[src/rtl/uart_chunk_tx.sv]
// rtl/uart_chunk_tx.sv - chunk serialiser feeding a UART TX byte interface
module uart_chunk_tx #(
  parameter int CHUNK_BYTES = 3,
  parameter int LEN_W       = 8,
  parameter int PREFIX_LEN  = 0,
  parameter int GAP_CYCLES  = 0,
  parameter int CNT_W       = 16
) (
  input  logic                     CLK,
  input  logic                     RST_N,
  input  logic [CHUNK_BYTES*8-1:0] chunk_data,
  input  logic [LEN_W-1:0]         chunk_len,
  input  logic                     chunk_valid,
  output logic                     chunk_ready,
  output logic                     tx_dv,
  output logic [7:0]               tx_byte,
  input  logic                     tx_done,
  output logic                     busy,
  output logic                     chunk_done,
  output logic                     len_clamped,
  output logic [CNT_W-1:0]         chunk_count
);

  // One extra bit so that payload length plus the prefix byte never overflows.
  localparam int IDX_W = LEN_W + 1;
  localparam int GAP_W = (GAP_CYCLES > 1) ? $clog2(GAP_CYCLES) : 1;
  localparam logic [LEN_W-1:0] MAX_LEN  = LEN_W'(CHUNK_BYTES);
  localparam logic [IDX_W-1:0] PRE      = IDX_W'(PREFIX_LEN);
  localparam logic [GAP_W-1:0] GAP_LAST = GAP_W'((GAP_CYCLES > 0) ? GAP_CYCLES - 1 : 0);

  typedef enum logic [2:0] {
    S_IDLE,
    S_LOAD,
    S_TRIG,
    S_WAIT,
    S_GAP,
    S_DONE
  } state_t;

  state_t                   state_q, state_d;
  logic [CHUNK_BYTES*8-1:0] data_q, data_d;
  logic [LEN_W-1:0]         len_q, len_d;
  logic [IDX_W-1:0]         idx_q, idx_d;
  logic [GAP_W-1:0]         gap_q, gap_d;
  logic [7:0]               byte_q, byte_d;
  logic                     clamp_q, clamp_d;
  logic [CNT_W-1:0]         count_q, count_d;

  logic [LEN_W-1:0] eff_len;
  logic [IDX_W-1:0] total_new;
  logic [IDX_W-1:0] total_q;
  logic [IDX_W-1:0] pay_idx;
  logic [7:0]       pay_byte;
  logic             last_byte;

  // Effective length, sequence bookkeeping and payload byte selection.
  always_comb begin
    eff_len   = (chunk_len > MAX_LEN) ? MAX_LEN : chunk_len;
    total_new = {1'b0, eff_len} + PRE;
    total_q   = {1'b0, len_q} + PRE;
    last_byte = (idx_q == total_q - IDX_W'(1));
    // Sequence position minus the prefix slot gives the payload byte index.
    pay_idx   = idx_q - PRE;
    pay_byte  = '0;
    for (int i = 0; i < CHUNK_BYTES; i++) begin
      if (pay_idx == IDX_W'(i)) begin
        pay_byte = data_q[8*i +: 8];
      end
    end
  end

  // Next-state logic for the chunk sequencer and its datapath registers.
  always_comb begin
    state_d = state_q;
    data_d  = data_q;
    len_d   = len_q;
    idx_d   = idx_q;
    gap_d   = gap_q;
    byte_d  = byte_q;
    clamp_d = clamp_q;
    count_d = count_q;
    case (state_q)
      S_IDLE: begin
        if (chunk_valid) begin
          data_d = chunk_data;
          len_d  = eff_len;
          idx_d  = '0;
          if (chunk_len > MAX_LEN) begin
            clamp_d = 1'b1;
          end
          // An empty sequence skips straight to completion.
          state_d = (total_new == '0) ? S_DONE : S_LOAD;
        end
      end
      S_LOAD: begin
        if ((PREFIX_LEN != 0) && (idx_q == '0)) begin
          byte_d = 8'(len_q);
        end else begin
          byte_d = pay_byte;
        end
        state_d = S_TRIG;
      end
      S_TRIG: begin
        state_d = S_WAIT;
      end
      S_WAIT: begin
        if (tx_done) begin
          if (last_byte) begin
            state_d = S_DONE;
          end else begin
            idx_d = idx_q + IDX_W'(1);
            if (GAP_CYCLES > 0) begin
              gap_d   = '0;
              state_d = S_GAP;
            end else begin
              state_d = S_LOAD;
            end
          end
        end
      end
      S_GAP: begin
        if (gap_q == GAP_LAST) begin
          state_d = S_LOAD;
        end else begin
          gap_d = gap_q + GAP_W'(1);
        end
      end
      S_DONE: begin
        count_d = count_q + CNT_W'(1);
        idx_d   = '0;
        state_d = S_IDLE;
      end
      default: begin
        state_d = S_IDLE;
      end
    endcase
  end

  // State and datapath registers; reset aborts any chunk in flight.
  always_ff @(posedge CLK or negedge RST_N) begin
    if (!RST_N) begin
      state_q <= S_IDLE;
      data_q  <= '0;
      len_q   <= '0;
      idx_q   <= '0;
      gap_q   <= '0;
      byte_q  <= '0;
      clamp_q <= 1'b0;
      count_q <= '0;
    end else begin
      state_q <= state_d;
      data_q  <= data_d;
      len_q   <= len_d;
      idx_q   <= idx_d;
      gap_q   <= gap_d;
      byte_q  <= byte_d;
      clamp_q <= clamp_d;
      count_q <= count_d;
    end
  end

  assign chunk_ready = (state_q == S_IDLE);
  assign busy        = (state_q != S_IDLE);
  assign tx_dv       = (state_q == S_TRIG);
  assign chunk_done  = (state_q == S_DONE);
  assign tx_byte     = byte_q;
  assign len_clamped = clamp_q;
  assign chunk_count = count_q;

endmodule

[config.mk]
export PLATFORM = sky130hd
export DESIGN_NAME = uart_chunk_tx
export DESIGN_NICKNAME = d
export VERILOG_FILES = /design/src/rtl/uart_chunk_tx.sv
export SDC_FILE = /design/constraint.sdc
export NUM_CORES = 1
export LEC_CHECK = 0
export CORE_MARGIN = 1
export CORE_UTILIZATION = 30
export DETAILED_ROUTE_END_ITERATION = 7
export DONT_BUFFER_PORTS = 1
export PLACE_DENSITY_LB_ADDON = 0.3
export REMOVE_ABC_BUFFERS = 1
export SETUP_SLACK_MARGIN = 0.4
export SYNTH_ARGS = -nofsm -noshare
export SYNTH_HDL_FRONTEND = slang
export SYNTH_SLANG_ARGS = --single-unit
[constraint.sdc]
create_clock -name CLK -period 2.2 [get_ports CLK]
set_input_delay 0.22 -clock CLK [delete_from_list [all_inputs] [get_ports CLK]]
set_output_delay 0.22 -clock CLK [all_outputs]
set_load 0.01 [all_outputs]
==> out/summary.txt, run 1 <==
status = complete, but fails checks
failing checks = negative hold slack, negative setup slack
RSZ-0062 raised after global routing = true
gr ovfl total = 0
Mapped Cells = 328
Startpoint Class = register
Layout Utilization = 0.390
vias post-DR = 2,612
Final Cycle Share = 1.06
GRT Resource Usage Total = 0.129
worst clock skew = 5.64 ps
chip height = 110 um
Hold Slack = -412 ps
register area = 1730 um^2
most frequent cells in the layout = 68 x dfrtp_1, 37 x buf_4, 29 x nand2_1
WP buf/inv = 2
Power Dens Cells = 1330 nW/um^2
register bit total from synthesis = 69
H-tree levels = 3
Synth area leader = dfrtp_1
Post-CTS Hold Buffers = 1
Layout Nets = 408
Yosys Warn Count = 0
Post-synth EDFFs = 0
CP Capture Type = register
Layout area overhead = 26.9%
Seq/Total Area, Yosys = 0.494
Final setup viols = 10
number of routed nets with antenna violations = 0
Cell Chain, Critical Path = inv_2 > ha_4 > or3b_4 > buf_6 > nor3_4 > xor2_2 > xnor2_2 > o31a_1 > a31o_1
commonest non-fill, non-tap cell in the layout = dfrtp_1
drt pass-1 iters = 4
fill count = 1,093
CTS Buf Count = 9
number of antenna violations at the first check in global routing = 1
layout cells sized above 1 = 0.251
final worst setup slack = -132 ps
DRC = 0
HPWL after DPL = 5240 um
CTS Buffer Depth = 2
GPL Wtd Cong = 0.787
Routed WL = 7660 um
origin of the critical flop-to-flop path = len_q[1]$_DFFE_PN0P_
Mapped Area = 3490 um^2
WL/cell = 14.9 um
Setup Crit Path Kind = reg2reg
Hold Crit Class = in2async
area of the core = 11,400 um^2
Reg clk slew, reported paths = 60 ps
Yosys cell types = 57
post-synth top area share = 0.494
Leak = 0.00192 uW
Final Hold Vio Count = 69
root buf cell = clkbuf_16
setup tns final = -928 ps
Slew Viols, Final = 0
worst vdd ir = 0.658 mV
die width = 110 um
highest-delay cell along the critical path = dfrtp_1
IO buf count = 0
mean post-synth cell area = 10.7 um^2
post-DR vias/cell = 5.07
first-pass GRT wire length = 12,000 um
worst skew pair latency = 320 ps
Synth async-reset ratio = 1.00
Max Freq = 0.429 GHz
CTS Sinks = 69
Crit. Startpoint = len_q[1]$_DFFE_PN0P_
Rel. slew slack = 0.604
prevailing post-synth register cell = dfrtp_1
Critical Path RT = 2410 ps
pin count of the biggest net entering global routing = 70
vias in the first global route = 2,554
Max FO, Critical Path = 6
row count = 39
Max-Cap Viols = 0
initial drt markers = 132
worst slew pin tran = 595 ps
area of the multi-input gates = 1820 um^2
Worst Path Arrival = 2550 ps
max incr delay on CP = 390 ps
Synth area leaders = dfrtp_1 49%, mux2_1 8.1%, xnor2_1 3.8%
fin crit period = 2330 ps
# IOs = 65
Initial Utilization = 0.307
CTS tree = yes
total die area = 12,100 um^2
critical path's top delay family = compound AO/OA/AOI/OAI gates
-- area by class of cell --
class / instances / share of cell area
diodes: 1 / 0.000564
clock buffers: 9 / 0.0508
clock inverters: 7 / 0.0203
inverters: 10 / 0.00847
multi-input cells: 233 / 0.410
flip-flops and latches: 69 / 0.390
well taps: 143 / 0.0404
repair buffers: 43 / 0.0796
-- stage by stage --
stage | setup WS (ps) | power [uW] | instance area, um^2 | instances | hold slack [ps]
3_3_place_gp | -128 | 3950 | 3860 | 487 | -74.3
6_report | -132 | 5890 | 4430 | 515 | -412
2_1_floorplan | -256 | 3240 | 3420 | 312 | -75.6
4_1_cts | -163 | 5620 | 4250 | 509 | -426
3_5_place_dp | -165 | 3980 | 3860 | 487 | -74.2
5_1_grt | -213 | 6300 | 4430 | 515 | -432
-- final timing paths --
path                       slack (ps)  cells after the start                          end
min in group CLK                   30                      1       data_q[21]$_DFFE_PN0P_
max in group asynchronous        2520                      0       state_q[1]$_DFFE_PN0P_
max reg2reg                      -130                      9         idx_q[2]$_DFFE_PN0P_
max                              -130                      9         idx_q[2]$_DFFE_PN0P_
min                              -410                      0  chunk_count[11]$_DFFE_PN0P_
min reg2reg                       490                      1       data_q[20]$_DFFE_PN0P_
-- per-layer routing --
metal | part of all wire | track usage | vias up
met1 | 0.45 | 0.160 | 1298
li1 | - | - | 1258
met4 | 0.0090 | 0.0438 | 0
met2 | 0.49 | 0.214 | 50
met5 | 0 | 0 | -
met3 | 0.049 | 0.0373 | 6
-- state kept, by name, indices dropped and copies added, names as in the netlist --
signal,count
data_q,24
chunk_count,16
idx_q,9
len_q,8
tx_byte,8
state_q,3
len_clamped,1
-- power breakdown --
part / switching [uW] / internal [uW] / leakage (uW) / total (uW)
combinational: 1280 / 1160 / 0.000882 / 2440
sequential: 288 / 1650 / 0.000890 / 1940
clock: 530 / 985 / 0.000151 / 1510
-- timing repair --
item                                   CTS  global route
endpoints found under the hold margin   70            69
resized for setup                        9            24
setup buffers                            5             5
setup endpoints to repair               27            51
pin swaps                                8            11
cloned                                   0             0
-- logic make-up (layout without fill, tap and decap cells) --
| logic type | after synthesis | count (layout) | share of synthesized area |
|---|---|---|---|
| AND/OR/NAND/NOR | 111 | 111 | 0.177 |
| buffers and inverters | 26 | 69 | 0.0304 |
| other | 0 | 1 | 0 |
| multiplexers | 27 | 27 | 0.0863 |
| XOR/XNOR | 23 | 23 | 0.0620 |
| AO/OA/AOI/OAI | 66 | 66 | 0.129 |
| flip-flops | 69 | 69 | 0.494 |
| adder cells (fa/ha/maj) | 6 | 6 | 0.0215 |
-- cells in the mapped netlist (3+ instances only) --
master / instances
or2_2: 3
o21ai_1: 12
xnor2_1: 15
nor4_1: 4
nor2_1: 22
a21oi_1: 11
nand4_1: 3
nor2b_1: 6
or4_1: 3
nor4_2: 3
or3_1: 3
a22oi_1: 8
dfrtp_1: 69
o311ai_1: 6
and3_1: 3
nand2_1: 29
o21ai_0: 5
buf_1: 4
xor2_1: 6
clkbuf_1: 7
nand2b_1: 3
ha_1: 6
nor3_1: 4
nand3_1: 8
buf_2: 4
inv_1: 9
and2_1: 3
a22o_1: 5
mux2_1: 25
o31ai_1: 3
Power figures use the tool's default switching activity.
==> run 2: changes to the inputs <==
Settings changed: CTS_CLUSTER_SIZE set to 40.
==> results of run 2 <==
Same layout as run 1: the final DEF is identical, and so are final timing and power.
==> run 3: changes to the inputs <==
Settings changed: CTS_BUF_LIST set to sky130_fd_sc_hd__clkbuf_2 sky130_fd_sc_hd__clkbuf_4 sky130_fd_sc_hd__clkbuf_8, SLEW_MARGIN set to 10.
==> run 3 against run 2 <==
Compared with the run above:
- the run still ends with negative hold slack, negative setup slack left
- final cell count increased by 4.7%
- maximum frequency is essentially flat
- routed wire length rose by 2.1%
- setup slack got worse by 1.6 ps
- clock power decreased by 26%
- critical path depth is the same
- worst hold slack worse by 26 ps
- sequential share of layout area is 1.3 points lower
- sequential cell count unchanged
- critical endpoint unchanged
- largest cell class unchanged
- highest routed layer unchanged
==> out/summary.txt, run 3 (synthesis gave the netlist of run 1 again) <==
Setup Crit Path Kind = reg2reg
post-route insts no fill = 539
gr ovfl total = 0
GRT Resource Usage Total = 0.134
post-DR vias/cell = 4.96
Cell Area, Placed = 3860 um^2
Overall Power = 5570 uW
Leak = 0.00198 uW
worst skew pair latency = 350 ps
Routed WL = 7820 um
worst slew pin tran = 619 ps
layout cells sized above 1 = 0.237
WL/cell = 14.5 um
IO buf count = 0
CTS tree = yes
commonest non-fill, non-tap cell in the layout = dfrtp_1
vias in the first global route = 2,620
Final Hold Vio Count = 69
Max FO, Critical Path = 6
Layout Utilization = 0.403
Final setup viols = 10
CTS Buffer Depth = 2
chip height = 110 um
RSZ-0062 raised after global routing = true
root buf cell = clkbuf_8
HPWL after DPL = 5240 um
drt pass-1 iters = 4
first-pass GRT wire length = 12,300 um
Hold Slack = -438 ps
most frequent cells in the layout = 68 x dfrtp_1, 38 x buf_4, 29 x nand2_1
number of antenna violations at the first check in global routing = 0
H-tree levels = 3
# IOs = 65
status = complete, but fails checks
Layout area overhead = 31.2%
final worst setup slack = -134 ps
Max Freq = 0.428 GHz
Top reg by flops = data_q
Slew Viols, Final = 0
Critical Path RT = 2440 ps
Post-CTS Hold Buffers = 25
Layout Nets = 433
Worst Path Arrival = 2580 ps
fin crit period = 2330 ps
failing checks = negative hold slack, negative setup slack
GPL Wtd Cong = 0.787
# diodes = 0
CTS Sinks = 69
Post-Place Cells = 487
Max-Cap Viols = 0
Reg clk slew, reported paths = 80 ps
DRC = 0
area of the core = 11,400 um^2
worst vdd ir = 0.536 mV
CTS Buf Count = 9
worst clock skew = 6.03 ps
Hold Crit Class = in2async
Power Dens Cells = 1220 nW/um^2
die width = 110 um
pin count of the biggest net entering global routing = 70
fin area = 4580 um^2
initial drt markers = 159
Final Cycle Share = 1.06
Startpoint Class = register
CP Capture Type = register
Rel. slew slack = 0.587
number of routed nets with antenna violations = 0
Initial Utilization = 0.307
vias post-DR = 2,675
row count = 39
total die area = 12,100 um^2
max reg flops = 24
run 3: cell count changes in the layout (fill, tap and decap cells not counted):
cell           previous run  this run
buf_4                    37        38
clkbuf_16                 9         0
clkbuf_8                  0         9
diode_2                   1         0
dlygate4sd3_1             1        25
nor3_2                    1         0
nor3_4                    1         2
run 3: area by class of cell:
| type | count | area [um^2] |
|---|---|---|
| Clock buffer | 9 | 124 |
| Clock inverter | 7 | 90.1 |
| Fill cell | 1081 | 6790 |
| Inverter | 10 | 37.5 |
| Multi-Input combinational cell | 233 | 1820 |
| Sequential cell | 69 | 1730 |
| Tap cell | 143 | 179 |
| Timing Repair Buffer | 68 | 601 |
run 3: power breakdown:
group	internal [uW]	total (uW)	switching (uW)
logic	1210	2510	1300
clock network	631	1120	493
registers	1650	1940	292
run 3: stage by stage:
stage	setup TNS [ps]	setup WS [ps]	hold slack, ps
6_report	-958	-134	-438
2_1_floorplan	-3520	-256	-75.6
4_1_cts	-1170	-165	-463
5_1_grt	-1930	-223	-471
3_5_place_dp	-1290	-165	-74.2
3_3_place_gp	-848	-128	-74.3
run 3: per-layer routing:
metal | part of all wire | wire, um | GRT usage | vias up
met5 | 0 | 0 | 0 | -
met1 | 0.46 | 3570 | 0.165 | 1318
li1 | - | - | - | 1302
met3 | 0.043 | 340 | 0.0391 | 8
met2 | 0.49 | 3830 | 0.217 | 47
met4 | 0.011 | 84 | 0.0552 | 0
run 3: critical path, cell delays in order (launching register included):
cell and delay [ps]:
dfrtp_1 390, inv_2 80, ha_4 130, or3b_4 390, buf_6 130, nor3_4 130
xor2_2 240, xnor2_2 120, o31a_1 370, a31o_1 240
run 3: final timing paths:
path                                         from  slack [ps]  cells past startpoint                          end
min in group CLK                     chunk_len[0]          50                      2         len_q[0]$_DFFE_PN0P_
setup / recovery             len_q[1]$_DFFE_PN0P_        -130                      9         idx_q[2]$_DFFE_PN0P_
hold reg to reg            data_q[20]$_DFFE_PN0P_         490                      1       data_q[20]$_DFFE_PN0P_
max in group asynchronous                   RST_N        2540                      0       state_q[1]$_DFFE_PN0P_
hold / removal                              RST_N        -440                      0  chunk_count[10]$_DFFE_PN0P_
setup reg to reg             len_q[1]$_DFFE_PN0P_        -130                      9         idx_q[2]$_DFFE_PN0P_
run 3: repair_timing:
action / in CTS / in global routing
pin swaps: 8 / 11
buffers inserted: 5 / 6
setup endpoints to repair: 27 / 51
hold endpoints to repair: 94 / 69
resized for setup: 9 / 25
